$ cat config.mk
export PLATFORM = sky130hd
export DESIGN_NAME = pmod_input_unit
export DESIGN_NICKNAME = d
export VERILOG_FILES = /design/src/rtl/pmod_input_unit.sv
export SDC_FILE = /design/constraint.sdc
export NUM_CORES = 1
export LEC_CHECK = 0
export ABC_AREA = 1
export BUFFER_PORTS_ARGS = -buffer_cell sky130_fd_sc_hd__buf_2
export CORE_MARGIN = 1.5
export CORE_UTILIZATION = 50
export CTS_BUF_LIST = sky130_fd_sc_hd__clkbuf_16
export DETAILED_ROUTE_END_ITERATION = 8
export GPL_ROUTABILITY_DRIVEN = 0
export GPL_TIMING_DRIVEN = 0
export PLACE_DENSITY = 0.7
export SYNTH_ARGS = -nofsm -noshare
export SYNTH_HDL_FRONTEND = slang
export SYNTH_SLANG_ARGS = --single-unit
export TNS_END_PERCENT = 5
$ cat constraint.sdc
create_clock -name i_clock -period 1.65 [get_ports i_clock]
set_input_delay 0.33 -clock i_clock [delete_from_list [all_inputs] [get_ports i_clock]]
set_output_delay 0.33 -clock i_clock [all_outputs]
set_load 0.005 [all_outputs]
$ cat src/rtl/pmod_input_unit.sv
// pmod_input_unit: synchronizes and debounces push-buttons, detects press and
// long-press, and queues them as commands on a valid/ready interface.
module pmod_input_unit #(
    parameter int N_BTN             = 4,
    parameter int DEBOUNCE_CYCLES   = 1000000,
    parameter int LONG_PRESS_CYCLES = 100000000,
    parameter int CODE_W            = $clog2(2*N_BTN)
) (
    input  logic              i_clock,
    input  logic              i_reset,
    input  logic [N_BTN-1:0]  i_btn,
    input  logic              i_cmd_ready,
    output logic              o_cmd_valid,
    output logic [CODE_W-1:0] o_cmd_code,
    output logic [N_BTN-1:0]  o_btn_level,
    output logic              o_overrun
);
    localparam int DB_W = $clog2(DEBOUNCE_CYCLES);
    localparam int LP_W = $clog2(LONG_PRESS_CYCLES + 1);
    localparam logic [DB_W-1:0] DB_LAST = DB_W'(DEBOUNCE_CYCLES - 1);
    localparam logic [LP_W-1:0] LP_MAX  = LP_W'(LONG_PRESS_CYCLES);
    localparam logic [LP_W-1:0] LP_LAST = LP_W'(LONG_PRESS_CYCLES - 1);

    logic [N_BTN-1:0]            sync1_q, sync1_d;
    logic [N_BTN-1:0]            sync2_q, sync2_d;
    logic [N_BTN-1:0]            stable_q, stable_d;
    logic [N_BTN-1:0][DB_W-1:0]  db_cnt_q, db_cnt_d;
    logic [N_BTN-1:0][LP_W-1:0]  hold_cnt_q, hold_cnt_d;
    logic [2*N_BTN-1:0]          pend_q, pend_d;
    logic                        overrun_q, overrun_d;
    logic [N_BTN-1:0]            press_evt, long_evt;
    logic [2*N_BTN-1:0]          evt, xfer;

    always_comb begin
        sync1_d    = i_btn;
        sync2_d    = sync1_q;
        stable_d   = stable_q;
        db_cnt_d   = db_cnt_q;
        hold_cnt_d = hold_cnt_q;
        press_evt  = '0;
        long_evt   = '0;
        for (int i = 0; i < N_BTN; i++) begin
            if (sync2_q[i] == stable_q[i]) begin
                db_cnt_d[i] = '0;
            end else if (db_cnt_q[i] == DB_LAST) begin
                stable_d[i]  = sync2_q[i];
                db_cnt_d[i]  = '0;
                press_evt[i] = sync2_q[i];
            end else begin
                db_cnt_d[i] = db_cnt_q[i] + DB_W'(1);
            end
            // A press released on the edge it would mature is not a long press.
            if (!stable_q[i] || !stable_d[i]) begin
                hold_cnt_d[i] = '0;
            end else if (hold_cnt_q[i] != LP_MAX) begin
                hold_cnt_d[i] = hold_cnt_q[i] + LP_W'(1);
                long_evt[i]   = (hold_cnt_q[i] == LP_LAST);
            end
        end
    end

    always_comb begin
        o_cmd_code = '0;
        for (int k = 2*N_BTN-1; k >= 0; k--) begin
            if (pend_q[k]) o_cmd_code = CODE_W'(k);
        end
    end

    assign o_cmd_valid = |pend_q;
    assign o_btn_level = stable_q;
    assign o_overrun   = overrun_q;

    always_comb begin
        evt  = {long_evt, press_evt};
        xfer = '0;
        if (o_cmd_valid && i_cmd_ready) xfer[o_cmd_code] = 1'b1;
        pend_d    = (pend_q & ~xfer) | evt;
        overrun_d = |(evt & pend_q & ~xfer);
    end

    always_ff @(posedge i_clock or negedge i_reset) begin
        if (!i_reset) begin
            sync1_q    <= '0;
            sync2_q    <= '0;
            stable_q   <= '0;
            db_cnt_q   <= '0;
            hold_cnt_q <= '0;
            pend_q     <= '0;
            overrun_q  <= 1'b0;
        end else begin
            sync1_q    <= sync1_d;
            sync2_q    <= sync2_d;
            stable_q   <= stable_d;
            db_cnt_q   <= db_cnt_d;
            hold_cnt_q <= hold_cnt_d;
            pend_q     <= pend_d;
            overrun_q  <= overrun_d;
        end
    end
endmodule

Yosys cells after proc, flatten, opt, wreduce, memory -nomap -nowiden. Cells that the tools add are included. Widths: inputs -> output; s select.

Flip-flop bits (word level): 209. Bits in latches: 0. RAM bits: 0. Bits in read-only memories: 0. Input bits: 7. Memories: 0.

$add $sub $neg: 8. $mul: 0. Divide/modulo/power cells: 0. Magnitude comparators: 2. Equality and inequality tests: 16. Shifts and indexed selects: 0. Muxes and demuxes: 51. Bitwise operators: 5. Reductions and logical operators: 20.

Operator list (number): $mux 27 (8); $mux 20 (8); $add 27x1->27 const B (4); $eq 27x27->1 const B (4); $ne 27x27->1 const B (4); $add 20x1->20 const B (4); $eq 20x20->1 const B (4); $mux 1 (25); $and 8x8->8 (3); $mux 3 (8); $reduce_or 8->1 (2); $logic_not 1->1 (8); $mux 8 (1); $not 8->8 (1); $or 8x8->8 (1); $reduce_bool 2->1 (4); $eq 1x1->1 (4); $logic_or 1x1->1 (4); $lt 3x4->1 const B (1); $demux 1 s3 (1); $ge 3x1->1 const B (1); $logic_and 1x1->1 (2).

Longest topological paths before layout.
Depth after elaboration: 16. Mapped depth: 13. Gate-level depth less buffers: 13.

Worst setup path after synthesis. OpenSTA, ideal clock, no wires.

Path type: register -> register. Start: register db_cnt_q[60] (netlist name). End: register db_cnt_q[78] (netlist name). Library setup time: 127 ps. Arrival: 1433 ps. Required time: 1523 ps. Setup slack: 90 ps. Stages on the path, launching flop included: 9. Buffers on the path: 0. Period minus slack after synthesis: 1560 ps. Cells stage by stage: dfrtp_1 > ha_1 > nand3_2 > nor2_2 > nand3_1 > or2_1 > nor3_2 > xor2_1 > nor2_1.

RTL lines: start: declaration (line 27) `logic [N_BTN-1:0][DB_W-1:0] db_cnt_q, db_cnt_d;`; start signal: assignment (line 94) `db_cnt_q <= db_cnt_d;`.

Worst setup path after layout.
Start: register pend_q[7]. End: output port o_cmd_valid.

Cells in the longest elaborated chain, start to end: 1.

Ends and longest elaborated chain: start: declaration (line 29) `logic [2*N_BTN-1:0] pend_q, pend_d;`; start signal: assignment (line 96) `pend_q <= pend_d;`; $reduce_or 8->1 (line 69) `assign o_cmd_valid = |pend_q;`; end: declaration (line 13) `output logic o_cmd_valid,`.

No other way between the ends.

==> metrics.txt <==
Ys Warns=0; hpwl dp=about 18 mm; final critical path time including I/O delays and setup=1.90 ns; data required time of the critical path=1.32 ns; die area=about 24000 µm²; Avg Vias per Cell=~5.3; Max IR drop VDD=around 0.70 mV; FF-to-FF End=db_cnt_q[14]; total power consumption of the routed design=~12 mW; number of clock buffers inserted by TritonCTS=25; reg2reg setup slack=-0.13 ns; worst rel slew slack=60.1%; routed vias=10000; maximum clock skew at final layout=roughly 0.019 ns; insertion delay of the later-clocked pin in the worst-skew pair=around 0.53 ns; DRC violation count after routing=0; cell type with the largest total area after synthesis=sky130_fd_sc_hd__dfrtp_1; element type at the critical path start=flip-flop; Die Height=155 µm; layout cells sized above 1=18.0%; wire length of the first global-routing pass=~44 mm; max-slew violation total from the final report=0; port bufs=15; number of global-route vias before repair=about 10000; cell types with the largest area share after synthesis=sky130_fd_sc_hd__dfrtp_1 (46%), sky130_fd_sc_hd__nand2_1 (8.7%), sky130_fd_sc_hd__nor2_1 (8.3%), sky130_fd_sc_hd__inv_1 (6.9%), sky130_fd_sc_hd__nand3_1 (3.8%); post-synthesis average cell area=7.68 µm²; Peak Freq=526 MHz; post-synthesis instance total=1497; number of endpoints failing setup at the final stage=51; DRC violation total after the first TritonRoute iteration=between 500 and 600; fraction of post-synthesis cell area in the top cell type by area=45.5%; critical path type=reg2out; critical path endpoint=o_cmd_valid; synthesized flop and latch total=209; ys flop type=sky130_fd_sc_hd__dfrtp_1; number of sinks on the clock net=~210; final design utilization=about three fifths; layout overhead on the synthesized area=21.4%; max cap viols=0; status=finished with violations; clock root buffer master=sky130_fd_sc_hd__clkbuf_16; top fanout value on the critical path=3; portion of the post-synthesis area used by sequential elements=a little under half; commonest non-fill, non-tap cells in the layout=sky130_fd_sc_hd__nand2_1 (247), sky130_fd_sc_hd__nor2_1 (224), sky130_fd_sc_hd__inv_1 (204), sky130_fd_sc_hd__dfrtp_1 (202), sky130_fd_sc_hd__a21oi_1 (79); synthesized area=11500 µm²; Setup WS post-layout=-0.250 ns; average detailed-routed wire length per instance=between 10 and 15 µm; type of the worst min-delay path=in2reg; Antenna Violating Nets Remaining=0; FFs w/ async S/R, synth=100%; CTS clock-pin slew for the worst setup and hold paths=roughly 0.060 ns; number of flops mapped to enable cells by yosys=0; number of distinct library cell variants in the gate-level netlist after synthesis=46; r2r worst-path depth=9; WP data arrival=between 1.5 and 2 ns; top-level port count=16; nature of the critical path endpoint=output port; initial antenna violation count=0; drt pass-1 iters=5; final critical-path share of the clock period=115%; most common cell after layout, fill and taps aside=sky130_fd_sc_hd__nand2_1; maximum count of clock buffers along a single path=3; unrepaired setup endpoints after global routing=true; width of the chip=155 µm; worst hold slack after final layout=about 0.2 ns; Cell Count, Final, Fillers Out=1895; maximum number of pins on one net before global-route repair=around 80; Cells after DPL=about 1800; Mapped Nets=1516; total count of hold-check failures in the final report=0; number of rows created at floorplan=55; Post-layout nets=between 1500 and 2000; Core Region=22600 µm²; H-tree Lvls=1; static leakage=5.97 nW; beginning of the critical path=pend_q[7]; GRT Total Usage=21.9%; TritonCTS clock tree=done; violations in the final reports=negative setup slack; PD cells=between 800 and 900 nW/µm²; startpoint of the most critical register-to-register path=db_cnt_q[1]; Starting Density=50.9%; overall overflow remaining after global route=0; total length of routed wires=roughly 26 mm; measured slew at the worst slew-check pin=~0.60 ns; Antenna diodes=0; count of fill cells added during filler insertion=approximately 2000
[what timing repair did]
action / 4_1_cts / 5_1_grt
endpoints found under the setup margin: 150 / 163
endpoints found under the hold margin: 60 / 0
resized for setup: 76 / 112
pin swaps: 20 / 37
setup buffers: 16 / 28
gates cloned: 1 / 1
hold buffers: 5 / 0
[cell usage after synthesis (5+ instances only)]
cell type                    n
sky130_fd_sc_hd__xnor2_1    14
sky130_fd_sc_hd__nor2_4      6
sky130_fd_sc_hd__o21ai_0    37
sky130_fd_sc_hd__a31oi_1     5
sky130_fd_sc_hd__nor2_2     16
sky130_fd_sc_hd__nand3_2     8
sky130_fd_sc_hd__inv_2       6
sky130_fd_sc_hd__nand3_1    87
sky130_fd_sc_hd__buf_4       5
sky130_fd_sc_hd__inv_1     212
sky130_fd_sc_hd__nand4_1    46
sky130_fd_sc_hd__nor4_1     14
sky130_fd_sc_hd__and3_1      7
sky130_fd_sc_hd__nor3b_1    15
sky130_fd_sc_hd__a211oi_1    9
sky130_fd_sc_hd__nor2_1    254
sky130_fd_sc_hd__dfrtp_1   209
sky130_fd_sc_hd__nor3_1     79
sky130_fd_sc_hd__xor2_1     43
sky130_fd_sc_hd__nand2_1   265
sky130_fd_sc_hd__ha_1       12
sky130_fd_sc_hd__nand2_2    13
sky130_fd_sc_hd__o21a_1     11
sky130_fd_sc_hd__a21oi_1    84
[layer usage]
layer	up-vias	GRT usage (%)	share of wire (%)
met5	-	0	0
met4	0	5.91	2.1
met3	46	2.55	3.5
met2	155	37.0	48
met1	4785	30.0	47
li1	5054	-	-
[cell families (layout without fill, tap and decap cells)]
kind of cell             after synthesis  in the layout  synth area share (%)
adder cells (fa/ha/maj)               12             12                  1.31
AND/OR/NAND/NOR                      829            829                  33.2
flip-flops                           209            209                  45.5
AO/OA/AOI/OAI                        160            160                  7.82
buffers and inverters                230            343                  7.79
XOR/XNOR                              57             57                  4.34
[sequential cells by signal, summed over array words and instances (netlist names)]
signal and count:
hold_cnt_q 108, db_cnt_q 80, pend_q 8, o_btn_level 4, sync1_q 4, sync2_q 4, o_overrun 1
[critical path, cell delays in order, from the launching register on]
cell,delay [ns]
sky130_fd_sc_hd__dfrtp_1,0.40
sky130_fd_sc_hd__nor2_1,0.15
sky130_fd_sc_hd__inv_1,0.07
sky130_fd_sc_hd__nor2_2,0.14
sky130_fd_sc_hd__nand3_1,0.13
sky130_fd_sc_hd__buf_2,0.15
[how the worst min path moves through the flow]
stage                      from             end  cells past startpoint
finish              i_cmd_ready       pend_q[0]                      3
global route        i_cmd_ready       pend_q[1]                      3
global placement     sync1_q[2]      sync2_q[2]                      0
detailed placement      i_reset  hold_cnt_q[33]                      1
floorplan               i_reset     db_cnt_q[0]                      0
CTS                 i_cmd_ready       pend_q[1]                      3
[report_power, final]
part	switching (mW)	total (mW)	internal, mW
registers	0.0536	5.25	5.19
clock network	2.16	5.69	3.53
logic	0.473	0.766	0.293
[stage by stage]
| step | cell area [µm²] | setup TNS, ns | setup WS, ns |
|---|---|---|---|
| final | 14000 | -3.18 | -0.250 |
| after global routing | 14000 | -14.10 | -0.353 |
| after CTS | 13300 | -4.11 | -0.246 |
| after detailed placement | 12000 | -22.03 | -0.305 |
| after global placement | 11900 | -726.60 | -3.41 |
| after floorplan | 11500 | 0 | 0.0900 |
[layout make-up]
type | instances | area [µm²] | area share (%)
multi-input cells | 1058 | 5990 | 42.9
flip-flops and latches | 209 | 5240 | 37.5
inverters | 219 | 826 | 5.92
clock buffers | 25 | 626 | 4.48
repair buffers | 67 | 567 | 4.06
well taps | 285 | 357 | 2.56
clock inverters | 21 | 228 | 1.63
plain buffers | 10 | 116 | 0.834
repair inverters | 1 | 7.51 | 0.0538
(Power assumes the default switching activity.)
